**config.mk**
```make
export PLATFORM = sky130hd
export DESIGN_NAME = uart_tx
export DESIGN_NICKNAME = d
export VERILOG_FILES = /design/src/rtl/uart_tx.sv
export SDC_FILE = /design/constraint.sdc
export NUM_CORES = 1
export LEC_CHECK = 0
export ABC_CLOCK_PERIOD_IN_PS = 4450
export CORE_MARGIN = 5
export CORE_UTILIZATION = 47
export CTS_CLUSTER_DIAMETER = 120
export DETAILED_ROUTE_END_ITERATION = 16
export GPL_ROUTABILITY_DRIVEN = 0
export PLACE_DENSITY = 0.79
export SLEW_MARGIN = 0
export SYNTH_ARGS = -nofsm -noshare
export SYNTH_HDL_FRONTEND = slang
export SYNTH_SLANG_ARGS = --single-unit
```
**constraint.sdc**
```tcl
create_clock -name i_Clock -period 4.45 [get_ports i_Clock]
set_input_delay 0.6675 -clock i_Clock [delete_from_list [all_inputs] [get_ports i_Clock]]
set_output_delay 0.6675 -clock i_Clock [all_outputs]
set_load 0.05 [all_outputs]
```
**src/rtl/uart_tx.sv**
```systemverilog
// UART transmitter: 8N1 framing, CLKS_PER_BIT clocks per bit, registered line output.
// One frame per accepted request; requests arriving while busy are dropped.
module uart_tx #(
   parameter int unsigned CLKS_PER_BIT = 217
) (
   input  logic       i_Clock,
   input  logic       i_Reset,
   input  logic       i_TX_DV,
   input  logic [7:0] i_TX_Byte,
   output logic       o_TX_Serial,
   output logic       o_TX_Active,
   output logic       o_TX_Done
);

   localparam int unsigned CNT_W = (CLKS_PER_BIT > 2) ? $clog2(CLKS_PER_BIT) : 1;
   localparam logic [CNT_W-1:0] CNT_LAST = CNT_W'(CLKS_PER_BIT - 1);

   localparam logic [2:0] IDLE    = 3'd0;
   localparam logic [2:0] START   = 3'd1;
   localparam logic [2:0] DATA    = 3'd2;
   localparam logic [2:0] STOP    = 3'd3;
   localparam logic [2:0] CLEANUP = 3'd4;

   logic [2:0]       state, state_nxt;
   logic [CNT_W-1:0] clk_count, clk_count_nxt;
   logic [2:0]       bit_index, bit_index_nxt;
   logic [7:0]       tx_data, tx_data_nxt;
   logic             serial_nxt, active_nxt, done_nxt;
   logic             bit_last;

   assign bit_last = (clk_count == CNT_LAST);

   // State and output registers; outputs are the registered image of next-state logic
   always_ff @(posedge i_Clock) begin
      if (i_Reset) begin
         state       <= IDLE;
         clk_count   <= '0;
         bit_index   <= '0;
         tx_data     <= '0;
         o_TX_Serial <= 1'b1;
         o_TX_Active <= 1'b0;
         o_TX_Done   <= 1'b0;
      end else begin
         state       <= state_nxt;
         clk_count   <= clk_count_nxt;
         bit_index   <= bit_index_nxt;
         tx_data     <= tx_data_nxt;
         o_TX_Serial <= serial_nxt;
         o_TX_Active <= active_nxt;
         o_TX_Done   <= done_nxt;
      end
   end

   // Next-state logic; line value computed one cycle ahead so the output is a flop
   always_comb begin
      state_nxt     = state;
      clk_count_nxt = clk_count;
      bit_index_nxt = bit_index;
      tx_data_nxt   = tx_data;
      serial_nxt    = 1'b1;
      active_nxt    = 1'b0;
      done_nxt      = 1'b0;

      case (state)
         IDLE: begin
            if (i_TX_DV) begin
               tx_data_nxt   = i_TX_Byte;
               clk_count_nxt = '0;
               bit_index_nxt = '0;
               state_nxt     = START;
               serial_nxt    = 1'b0;
               active_nxt    = 1'b1;
            end
         end

         START: begin
            active_nxt = 1'b1;
            serial_nxt = 1'b0;
            if (bit_last) begin
               clk_count_nxt = '0;
               state_nxt     = DATA;
               serial_nxt    = tx_data[0];
            end else begin
               clk_count_nxt = clk_count + CNT_W'(1);
            end
         end

         DATA: begin
            active_nxt = 1'b1;
            serial_nxt = tx_data[bit_index];
            if (bit_last) begin
               clk_count_nxt = '0;
               if (bit_index == 3'd7) begin
                  bit_index_nxt = '0;
                  state_nxt     = STOP;
                  serial_nxt    = 1'b1;
               end else begin
                  bit_index_nxt = bit_index + 3'd1;
                  serial_nxt    = tx_data[bit_index + 3'd1];
               end
            end else begin
               clk_count_nxt = clk_count + CNT_W'(1);
            end
         end

         STOP: begin
            active_nxt = 1'b1;
            if (bit_last) begin
               clk_count_nxt = '0;
               state_nxt     = CLEANUP;
               active_nxt    = 1'b0;
               done_nxt      = 1'b1;
            end else begin
               clk_count_nxt = clk_count + CNT_W'(1);
            end
         end

         CLEANUP: begin
            state_nxt = IDLE;
         end

         default: begin
            state_nxt = IDLE;
         end
      endcase
   end

endmodule
```
==> summary by stage <==
Timing
The worst relative slew slack is 57.39%. The number of hold-slack violations in the final timing report was 0. Setup repair after global routing left no endpoint under its margin. The period utilization is 47.96%.

On the final layout, the worst clock skew is 0.007847 ns. For the finished layout, the period the worst path requires is 2.134 ns. The count of final setup violators is 0. For this run, the top clock speed supported by timing is 0.4685 GHz. The number of pins with negative max-slew slack in the final report was 0. The final setup TNS is 0 ns. At the pin with the least slew margin, the transition time is around 0.64 ns.

Synth
During synthesis, Yosys emitted a total of 0 warnings. By count the netlist is led by dfxtp_1 (25), nand2_1 (20), a21oi_1 (14), nor2_1 (9). The number of enable flip-flop cells after synthesis is 0. The prevailing post-synth register cell is dfxtp_1. For this run, asynchronously set or reset flops after synthesis account for 0%. The cell taking the most area after synthesis is dfxtp_1. The post-synthesis area per instance is approximately 9.0 um^2. The number of instances in the synthesized netlist is 142. When the netlist entered floorplanning its net count stood at 157. By instance count, the leading cell after synthesis is dfxtp_1. After synthesis the cells add up to 1272 um^2. Sorting the synthesized cells by area gives the leading types as dfxtp_1 (39%), nand2_1 (5.9%), a21oi_1 (5.5%). The portion of the post-synthesis area used by sequential elements is 39.33%. Yosys mapped the design onto 37 distinct sky130hd cell types. After synthesis the netlist holds a flip-flop and latch count of 25. The portion of synthesized cell area occupied by the leading cell type is between 30% and 40%.

Layout
The finished cells cover 1424 um^2. The number of antenna cells inserted is 0. The layout-stage area growth over the synthesis result is 11.90%.

In the final design database the tool counted 170 nets. The number of standard cells in the final layout excluding fillers is about 180. The post-route netlist has 7.792% of its cells at a drive strength greater than 1.

Power and ir drop
The leakage power is 0.4489 nW. Registers are responsible for 61.4% of the overall power. The clock group share of total power is 26.6%. Combinational logic burns a little under an eighth of the power. The net switching fraction of the power is 25.89%. Dividing total power by cell area gives a power density of 272.0 nW/um^2. The internal power component is 0.2870 mW. For this design the total switching power over the nets is 0.1003 mW. IR analysis of the VDD net gives a maximum drop of approximately 0.17 mV.

Critical path
Of all nets on the critical path, the largest fanout is 1. On the worst path, the slowest cell contributes a delay of 0.79 ns. The setup path with the least slack is of type flip-flop to primary output. The startpoint type of the worst setup path is a flip-flop.

At the worst endpoint, the required time is 3.78 ns. The number of buffer and inverter instances along the worst setup path is 1. For this design, the slowest cell found on the critical path is clkdlybuf4s50_1. The critical path arrival is 1.47 ns.

The top cell family by delay on the critical path is buffers and inverters. The critical path goes through clkdlybuf4s50_1. STA classifies the critical path endpoint as a primary output.

Route
The number of remaining DRC errors is 0. The post-detailed-route count of antenna-violating nets is 0. The detailed router placed 1,069 vias in this run. The overall routed net length is between 2 and 3 mm.

The number of detailed-route iterations in the first pass is 4. The routed via count divided by cell count is 5.810. After detailed routing, the average wire length per cell comes to 14.02 um.

The initial DRC count is 36.

Clock tree
The number of resized instances in the post-cts repair step is 0. The deepest clock path buffer count is 2. TritonCTS built the clock tree. In this run the clock root is driven by a clkbuf_4. Post-CTS timing repair inserted 0 buffers for setup. The number of sinks handled by clock tree synthesis is 25. In this run the number of H-tree levels came out at 1. Clock-pin slew was measured on the worst setup and hold paths at 0.14 ns. The number of buffers inserted during clock tree synthesis is 3. The worst-skew pair later-pin latency is around 0.32 ns. The number of buffers inserted by hold repair at cts is 0.

Worst hold path
The min-delay analysis places its worst path in the category flip-flop to flip-flop.

Status
The run finished with clean final reports.

Die
The starting density of the core is 50.45%. The die outline height is 62.03 um. The number of rows created at floorplan is 18. The core region is around 2500 um^2. In this run the count of I/O pins placed on the die edge is 14. The floorplan die area is 3848 um^2. The floorplan die width is slightly above 60 um.

Placed design
The post-detailed-placement half-perimeter wirelength is approximately 2 mm. The instance area at placement is 1396 um^2. The number of I/O port buffers is 13. The cell count after placement is 180.

GRT
The initial antenna violation count is 0. The first-pass GRT wire length is around 4.6 mm. Global routing used 16.11% of the available tracks across all layers.

For this run the aggregate overflow at the end of global routing stands at 0. The number of global-route vias before repair came to 1,047. The pin count of the biggest net entering global routing is 19.

Flow run
Across the run, the number of max-cap violations was 0.
==> cell usage in the layout, fill, tap and decap left out, drive strengths merged, types with 3 or more instances in the layout <==
cell / instances
xnor2: 6
nand3: 3
nand2: 20
a21oi: 14
nor4: 7
ha: 4
dfxtp: 25
clkbuf: 3
o21ai: 7
clkdlybuf4s50: 13
nor3: 6
mux4: 3
nor2: 9
inv: 7
==> cell type report <==
class | instances | area [um^2]
clock buffer | 3 | 22.52
clock inverter | 1 | 5.005
fill | 249 | 1099
inverter | 7 | 26.28
multi-input combinational | 105 | 701.9
sequential | 25 | 500.5
tap | 30 | 37.54
timing repair buffer | 13 | 130.1
==> through the flow <==
| step | worst slack, ns | hold slack, ns | total power [mW] | util [%] |
|---|---|---|---|---|
| 4_1_cts | 2.303 | 0.4813 | 0.3907 | 56.45 |
| 3_5_place_dp | 2.313 | 0.4628 | 0.2894 | 55.36 |
| 6_report | 2.316 | 0.4778 | 0.3873 | 56.45 |
| 3_3_place_gp | 2.362 | 0.4584 | 0.2878 | 55.36 |
| 2_1_floorplan | 2.639 | 0.4431 | 0.2719 | - |
| 5_1_grt | 2.242 | 0.5108 | 0.4093 | 56.45 |
==> routing by layer <==
metal  wire length, um  vias up  GRT usage (%)
met5                 0        -              0
met4                57        0          7.273
met3                97        6          3.306
met2              1356       19          29.14
met1              1067      508          17.94
li1                  -      536              -
==> kinds of logic after synthesis <==
logic type                 count (synthesis)  share of synthesized area, %
adders and majority gates                  4                         3.933
DFF                                       25                         39.33
xor gates and xnor gates                   6                         4.130
buffers and inverters                     12                         5.506
and+or+nand+nor                           59                         25.66
muxes                                      6                         7.768
AOI/OAI and AO/OA                         30                         13.67
==> state kept, by name, indices dropped and copies added (netlist names) <==
signal       count
clk_count        8
tx_data          8
bit_index        3
state            3
o_TX_Active      1
o_TX_Done        1
o_TX_Serial      1
==> final timing paths <==
kind	startpoint	end	cells after the start	slack, ns
worst max-delay path	o_TX_Active	o_TX_Active	1	2.32
worst min-delay path	tx_data[4]	tx_data[4]	2	0.48
worst max register to register	bit_index[0]	o_TX_Serial	5	2.41
worst min register to register	tx_data[4]	tx_data[4]	2	0.48
==> power groups by stage <==
stage          logic, mW  clock network, mW  registers, mW
2_1_floorplan     0.0262                  0          0.246
3_3_place_gp      0.0451                  0          0.243
3_5_place_dp      0.0464                  0          0.243
4_1_cts           0.0466              0.106          0.238
5_1_grt           0.0513              0.119          0.239
6_report          0.0463              0.103          0.238
No activity file was read; power rests on OpenSTA's default activity.
